<file path="config.mk">
export PLATFORM = sky130hd
export DESIGN_NAME = fifo_drain
export DESIGN_NICKNAME = d
export VERILOG_FILES = /design/src/rtl/fifo_drain.sv
export SDC_FILE = /design/constraint.sdc
export NUM_CORES = 1
export LEC_CHECK = 0
export ABC_CLOCK_PERIOD_IN_PS = 2300
export CORE_AREA = 2 2 60 48
export CTS_CLUSTER_DIAMETER = 100
export DETAILED_ROUTE_END_ITERATION = 6
export DIE_AREA = 0 0 62 50
export HOLD_SLACK_MARGIN = 0.05
export PLACE_DENSITY_LB_ADDON = 0.05
export REMOVE_ABC_BUFFERS = 1
export SYNTH_ARGS = -nofsm -noshare
export SYNTH_HDL_FRONTEND = slang
export SYNTH_SLANG_ARGS = --single-unit
export TNS_END_PERCENT = 20
</file>
<file path="constraint.sdc">
create_clock -name clk -period 2.3 [get_ports clk]
set_clock_uncertainty 0.2 [all_clocks]
set_input_delay 0.46 -clock clk [delete_from_list [all_inputs] [get_ports clk]]
set_output_delay 0.46 -clock clk [all_outputs]
set_load 0.03 [all_outputs]
</file>
<file path="src/rtl/fifo_drain.sv">
// Read-side FIFO consumer: pops into a 2-entry skid buffer and drives a valid/ready stream.
// Optional drained-word counter enabled by defining FIFO_DRAIN_CNT_EN.
module fifo_drain #(
  parameter int unsigned N     = 8,
  parameter int unsigned CNT_W = 16
) (
  input  logic             clk,
  input  logic             arst,
  input  logic             fifo_empty,
  input  logic [N-1:0]     fifo_data,
  output logic             fifo_r_en,
  output logic [N-1:0]     out_data,
  output logic             out_valid,
  input  logic             out_ready,
  output logic [CNT_W-1:0] drain_cnt
);

  logic [1:0]   occ_q, occ_d;
  logic         inflight_q;
  logic [N-1:0] buf0_q, buf0_d;
  logic [N-1:0] buf1_q, buf1_d;
  logic         pop_out;
  logic [1:0]   level;
  logic [1:0]   wr_pos;

  assign out_valid = (occ_q != 2'd0);
  assign out_data  = buf0_q;
  assign pop_out   = out_valid & out_ready;

  always_comb begin
    // Entries held or owed after this cycle's pop; never exceeds 2, so no wrap.
    level     = occ_q + {1'b0, inflight_q} - {1'b0, pop_out};
    wr_pos    = occ_q - {1'b0, pop_out};
    fifo_r_en = arst & ~fifo_empty & (level < 2'd2);
    occ_d     = level;
    buf0_d    = buf0_q;
    buf1_d    = buf1_q;
    if (pop_out && (occ_q == 2'd2)) begin
      buf0_d = buf1_q;
    end
    if (inflight_q) begin
      if (wr_pos == 2'd0) begin
        buf0_d = fifo_data;
      end else begin
        buf1_d = fifo_data;
      end
    end
  end

  always_ff @(posedge clk) begin
    if (!arst) begin
      occ_q      <= 2'd0;
      inflight_q <= 1'b0;
      buf0_q     <= '0;
      buf1_q     <= '0;
    end else begin
      occ_q      <= occ_d;
      inflight_q <= fifo_r_en;
      buf0_q     <= buf0_d;
      buf1_q     <= buf1_d;
    end
  end

  occ_inv: assert property (@(posedge clk) disable iff (!arst)
    (({1'b0, occ_q} + {2'b0, inflight_q}) <= 3'd2));

`ifdef FIFO_DRAIN_CNT_EN
  logic [CNT_W-1:0] cnt_q;

  always_ff @(posedge clk) begin
    if (!arst) begin
      cnt_q <= '0;
    end else if (pop_out) begin
      cnt_q <= cnt_q + CNT_W'(1);
    end
  end

  assign drain_cnt = cnt_q;
`else
  assign drain_cnt = '0;
`endif

endmodule

</file>
# Word-level counts from Yosys, hierarchy flattened
# Cells that the tools add are included.
# classes
mux	3
eq_ne	1
shift	0
div	0
reduce_logical	4
add_sub_neg	3
multipliers	0
order_cmp	1
n_bitwise	5
# op_table
operator	count
$mux W8	3
$sub A2 B1 Y2	2
$and A1 B1 Y1	3
$add A2 B1 Y2	1
$eq A2 B2 Y1 const B	1
$logic_not A2 Y1	1
$lt A2 B2 Y1 const B	1
$not A1 Y1	2
$reduce_and A2 Y1	1
$reduce_bool A2 Y1	1
$logic_and A1 B1 Y1	1
# word_totals
n_memories	0
ff_bits	19
rom_bits	0
wordCells	21
latchBits	0
ram_bits	0
output_inout_bits	26

# Longest topological paths before layout
# Gate-level depths: netlist of run 1.
# logic_depth
ltp_word	6
mapped_depth	6
depth_no_buf	6

# Worst setup path after synthesis of run 1
# OpenSTA, ideal clock, no wires.
# synth_timing
kind	register -> output
startpoint	register occ_q[0]
endpoint	output port fifo_r_en
t_arrival_ps	2085
required_ps	1640
stages_incl_launch_ff	7
setup_slack_ps	-445
n_path_buf	0
cell_sequence	dfxtp_1 -> or2_2 -> nand2_1 -> xnor2_1 -> ha_1 -> or3b_2 -> mux2i_1
# synth_via
elab_chain_cells	5
elab_cells_between_ends	6
# synth_rtl
element	line_no	source
from (decl)	18	logic [1:0] occ_q, occ_d;
from (signal assigned)	52	occ_q <= 2'd0;
from (signal assigned)	57	occ_q <= occ_d;
$reduce_bool A2 Y1	26	assign out_valid = (occ_q != 2'd0);
named net out_valid	13	output logic out_valid,
$and A1 B1 Y1	28	assign pop_out = out_valid & out_ready;
$sub A2 B1 Y2	32	level = occ_q + {1'b0, inflight_q} - {1'b0, pop_out};
$lt A2 B2 Y1	34	fifo_r_en = arst & ~fifo_empty & (level < 2'd2);
$and A1 B1 Y1	34	
to (decl)	11	output logic fifo_r_en,
# The timed path passes the listed nets, and every way through them passes these cells.

# Worst setup path after layout of run 1
# layout_timing
startpoint	register occ_q[0]
endpoint	output port fifo_r_en
# layout_via
elab_chain_cells	5
elab_cells_between_ends	6
# layout_rtl
element	line_no
branches (longest 2 deep; another with $add A2 B1 Y2)	--
$sub A2 B1 Y2 (*)	32
$lt A2 B2 Y1 (*)	34
$and A1 B1 Y1 (*)	34
# Every way passes the cells marked *.

==> results of run 1 <==
flip-flops by register name, indices dropped and copies added, names as in the netlist:
| name | cells |
|---|---|
| out_data | 8 |
| occ_q | 2 |
| buf1_q | 8 |
| inflight_q | 1 |
per-stage QoR:
step	instance area, um2	worst slack (ps)	hold slack [ps]	total power [mW]
final	1360	-241	267	1.15
after global routing	1360	-339	290	1.23
after CTS	1350	-266	267	1.15
after detailed placement	1310	-504	251	0.964
after global placement	1310	-454	246	0.963
after floorplan	958	-445	235	0.741
layout by cell type (no fill, tap or decap), drive strengths merged, types with 2 or more instances in the layout:
cell type / n
nand2: 34
clkdlybuf4s50: 19
dfxtp: 19
conb: 16
buf: 14
mux2i: 11
o31ai: 8
a31oi: 8
clkbuf: 4
nand2b: 3
nand3b: 2
or2: 2
synthesized netlist by cell type, types with 2 or more instances:
master / instances / share of area
nand2b_1: 3 / 0.018
dfxtp_1: 19 / 0.36
buf_2: 3 / 0.014
o31ai_1: 8 / 0.056
clkbuf_1: 2 / 0.0070
nand3b_1: 2 / 0.014
nand2_1: 34 / 0.12
mux2i_1: 11 / 0.10
buf_6: 2 / 0.021
a31oi_2: 8 / 0.093
buf_4: 16 / 0.11
power groups by stage:
stage / clock network, mW / logic (mW) / registers (mW)
after floorplan: 0 / 0.247 / 0.493
after global placement: 0 / 0.539 / 0.424
final: 0.168 / 0.559 / 0.420
after detailed placement: 0 / 0.540 / 0.424
after global routing: 0.195 / 0.605 / 0.430
after CTS: 0.180 / 0.552 / 0.419
worst max-delay path: cells and delay by family (launching register included):
kind / cells / cell delay (ps)
buffers and inverters: 1 / 180
XOR/XNOR: 1 / 60
multiplexers: 1 / 150
adder cells (fa/ha/maj): 1 / 180
AND/OR/NAND/NOR: 3 / 680
flip-flops: 1 / 330
timing repair:
action                                  CTS  global route
buffers inserted                          0             0
endpoints found under the setup margin    1             1
pin swaps                                 3             1
gates resized for setup                   6             2
area by class of cell:
class                   instances  share of cell area
repair buffers                 34               0.224
well taps                      36              0.0332
multi-input cells              93               0.442
flip-flops and latches         19               0.281
clock buffers                   4              0.0194
logic make-up (layout without fill, tap and decap cells):
| kind of cell | after synthesis | in the layout | synth area share |
|---|---|---|---|
| DFF | 19 | 19 | 0.355 |
| buffers and inverters | 24 | 38 | 0.158 |
| xor gates and xnor gates | 1 | 1 | 0.00818 |
| and+or+nand+nor | 46 | 46 | 0.200 |
| adders and majority gates | 1 | 1 | 0.0117 |
| other | 1 | 16 | 0.00350 |
| muxes | 11 | 11 | 0.103 |
| AOI/OAI and AO/OA | 18 | 18 | 0.161 |
per-layer routing:
metal,track usage,part of all wire
met1,0.214,0.51
met2,0.240,0.43
met5,0,0
met3,0.0604,0.055
met4,0.0461,0.0051
final timing paths:
kind | start | end | slack, ps | cells past startpoint
max | occ_q[0] | fifo_r_en | -240 | 7
min | buf1_q[3] | buf1_q[3] | 270 | 2
min reg2reg | buf1_q[3] | buf1_q[3] | 270 | 2
max reg2reg | occ_q[1] | out_data[5] | 660 | 5
==> reports/results.tsv, run 1 <==
metric	value	unit
clock slew at reported path FFs	100	ps
initial antenna violation count	0	
Placed Instances	182	
CTS Buffer Depth	2	
setup TNS	-241	ps
DRT antenna net count	0	
Post-Syn Instances	121	
sw frac	0.384	
DR iter-0 viols	37	
Final Critical Period	2540	ps
grt total ovfl	0	
routability-driven placement congestion ratio	0.766	
final std cells w/o fill	186	
Die ar.	3100	um2
leakage	0.538	nW
H-tree depth	1	
Ys Warns	0	
Site Rows	16	
Fill cells	249	
FF+latch area	382	um2
# nets final	164	
Area Growth Syn to Fin	26.8	%
final hold violation count	0	
detailed-route wire length per cell	11.5	um
Final setup viols	1	
Critical Path End Type	output pin	
Die W	62	um
failing checks	setup timing	
CP max stage delay	370	ps
Synth Register Bits	19	
Initial Util	0.428	
P_sw	440	uW
Int Pwr	706	uW
multi-input logic area	601	um2
Post-Syn Area	1070	um2
slowest CP cell	or3b_4	
Tcrit/Tclk final	1.10	
synth unique cells	24	
I/O Buffers	21	
Max IR drop VDD	0.356	mV
CTS buffer count	3	
vias in the first global route	822	
Flop pwr share	0.366	
clock tree root buffer cell	clkbuf_4	
ant diodes	0	
vias	848	
Pwr per Cell Area	845	nW/um2
Tot GR Track Use	0.161	
hold crit path type	reg2reg	
CTS sink cnt	19	
max-slew violations	0	
first-pass detailed-route iteration total	4	
Remaining DRCs	0	
Data required, critical path	1640	ps
combinational power share	0.488	
critical path class	reg2out	
Final Routed Wirelength	2140	um
EDFF count, synth	0	
status	finished, violations left	
first-pass GRT wire length	3660	um
CP Max Fanout	2	
Clock Power Share	0.146	
Synth Flop Type	dfxtp_1	
DP Wirelength	1600	um
die height	50	um
IO Count	38	
Clock Latency Late Sink	290	ps
MaxCap Viol Count	0	
Post-CTS Hold Fix Bufs	0	
fin worst setup slack	-241	ps
Worst EP arrival	1880	ps
syn_area_per_cell	8.85	um2
CP startpoint kind	flop	
vias per cell	4.56	
Critical Path, Cell by Cell	or2_4, nand2_4, xnor2_2, ha_2, or3b_4, mux2i_1, buf_4	
sequential-to-total area share from yosys stat	0.355	
largest net degree at the start of global routing	28	
Placeable Area	2500	um2
fmax	393	MHz
Synth async-reset ratio	0	
Final Core Density	0.543	
share of cells above drive strength 1	0.207	
RSZ-0062 raised after global routing	yes	
CTS tree	done	
Power figures use the tool's default switching activity.
==> run 2, diff against run 1 <==
CAP_MARGIN = 25   (was unset)
CORE_AREA = 2 2 45 64   (was 2 2 60 48)
DIE_AREA = 0 0 47 66   (was 0 0 62 50)
==> reports/results.tsv, run 2 (same netlist as run 1, synthesis figures left out) <==
metric	value	unit	change
Site Rows	22		+6
IO Count	38		unchanged
CP startpoint kind	flop		
R2R setup slack	650	ps	about the same
end of the worst hold path	buf1_q[1]		
largest net degree at the start of global routing	29		+3.6%
vias	840		-0.94%
grt total ovfl	0		unchanged
critical path class	reg2out		
MaxCap Viol Count	0		unchanged
Tot GR Track Use	0.157		-0.00397
Worst EP arrival	1850	ps	-30 ps
r2r startpoint	occ_q[1]		
Data required, critical path	1640	ps	about the same
fmax	398	MHz	+1.1%
clock tree root buffer cell	clkbuf_4		
ant diodes	0		unchanged
buffers and inverters on the worst path	1		unchanged
CTS tree	done		
Final Core Density	0.530		-0.0124
CP max stage delay	370	ps	about the same
final std cells w/o fill	184		-1.1%
max-slew violations	0		unchanged
H-tree depth	1		unchanged
Die W	47	um	-24%
Pwr per Cell Area	853	nW/um2	+1.0%
Max IR drop VDD	0.638	mV	+79%
first-pass GRT wire length	3520	um	-3.9%
Final setup viols	1		unchanged
DR iter-0 viols	9		-76%
Remaining DRCs	0		unchanged
Final Critical Period	2510	ps	-28.3 ps
CTS buffer count	3		unchanged
Die ar.	3100	um2	about the same
die height	66	um	+32%
clock slew at reported path FFs	110	ps	about the same
Placeable Area	2530	um2	+1.2%
I/O Buffers	21		unchanged
cell area after placement	1300	um2	-0.76%
failing checks	setup timing		
most frequent cells in the layout	33 x nand2_1, 19 x clkdlybuf4s50_1, 18 x dfxtp_1		
Worst Setup Slack post-DPL	-517	ps	-12.6 ps
routability-driven placement congestion ratio	0.715		-6.6%
reg2reg end	out_data[0]		
DRT antenna net count	0		unchanged
HP Start	buf1_q[1]		
Area Growth Syn to Fin	25.4	%	
vias in the first global route	820		-0.24%
vias per cell	4.57		+0.13%
post-route cell area	1340	um2	-1.1%
DP Wirelength	1570	um	-1.6%
total power	1.15	mW	about the same
slowest CP cell	or3b_4		
final hold violation count	0		unchanged
setup TNS	-213	ps	+28.3 ps
status	finished, violations left		
CTS Buffer Depth	2		unchanged
Initial Util	0.423		-0.00508
detailed-route wire length per cell	11.4	um	-1.1%
Tcrit/Tclk final	1.09		-0.0123
Clock Latency Late Sink	290	ps	about the same
Fill cells	273		+9.6%
CP delay by family, top	simple AND/OR/NAND/NOR gates		
hold crit path type	reg2reg		
CTS sink cnt	19		unchanged
share of cells above drive strength 1	0.189		-0.0175
most common cell after layout, fill and taps aside	nand2_1		
CP Max Fanout	2		unchanged
Critical Path End Type	output pin		
final hold slack	267	ps	+0.0470 ps
fin worst setup slack	-213	ps	+28.3 ps
leakage	0.516	nW	-4.0%
Final Routed Wirelength	2090	um	-2.2%
RSZ-0062 raised after global routing	yes		
first-pass detailed-route iteration total	3		-1
# nets final	162		-1.2%
R2R depth	5		unchanged
Placed Instances	179		-1.6%
initial antenna violation count	0		unchanged
Hold Path Stages	2		unchanged
Critical Path, Cell by Cell	or2_4, nand2_2, xnor2_1, ha_2, or3b_4, mux2i_1, buf_4		
run 2: cell types whose count changed in the layout (fill, tap and decap cells not counted):
cell     change
buf_12       +1
buf_4        -3
nand2_2      +1
nand2_4      -1
xnor2_1      +1
xnor2_2      -1
run 2: worst max-delay path by stage:
stage / cells past startpoint / to / startpoint / slack, ps
after CTS: 7 / fifo_r_en / occ_q[0] / -250
after global routing: 7 / fifo_r_en / occ_q[0] / -330
after floorplan: 6 / fifo_r_en / occ_q[0] / -450
final: 7 / fifo_r_en / occ_q[0] / -210
after global placement: 7 / fifo_r_en / out_ready / -480
after detailed placement: 7 / fifo_r_en / out_ready / -520
run 2: final cells by class:
| type | count | area (um2) | area share |
|---|---|---|---|
| multi-input combinational | 93 | 588 | 0.438 |
| timing repair buffer | 32 | 302 | 0.225 |
| sequential | 19 | 382 | 0.284 |
| clock buffer | 4 | 26.3 | 0.0196 |
| tap | 36 | 45.0 | 0.0336 |
run 2: repair_timing:
item | in CTS | in global routing
hold buffers | 0 | 0
resized for setup | 6 | 0
pin swaps | 3 | 1
gates cloned | 0 | 0
setup buffers | 1 | 0
endpoints found under the setup margin | 1 | 1
run 2: worst reg2reg max path, stage by stage (launching register included):
cell and delay [ps]:
dfxtp_1 330, buf_4 150, nand2b_1 320, or2_1 310, buf_4 170, a31oi_2 110
run 2: per-layer routing:
metal | vias to the layer above | global-route usage | wire, um
li1 | 431 | - | -
met3 | 2 | 0.0246 | 62
met2 | 13 | 0.281 | 1150
met1 | 394 | 0.174 | 857
met4 | 0 | 0.0625 | 19
met5 | - | 0 | 0
run 2: power breakdown:
part | total [mW] | switching (mW) | internal [mW] | leakage, nW
clock | 0.168 | 0.101 | 0.0673 | 0.0150
sequential | 0.419 | 0.0308 | 0.388 | 0.155
combinational | 0.559 | 0.304 | 0.254 | 0.346
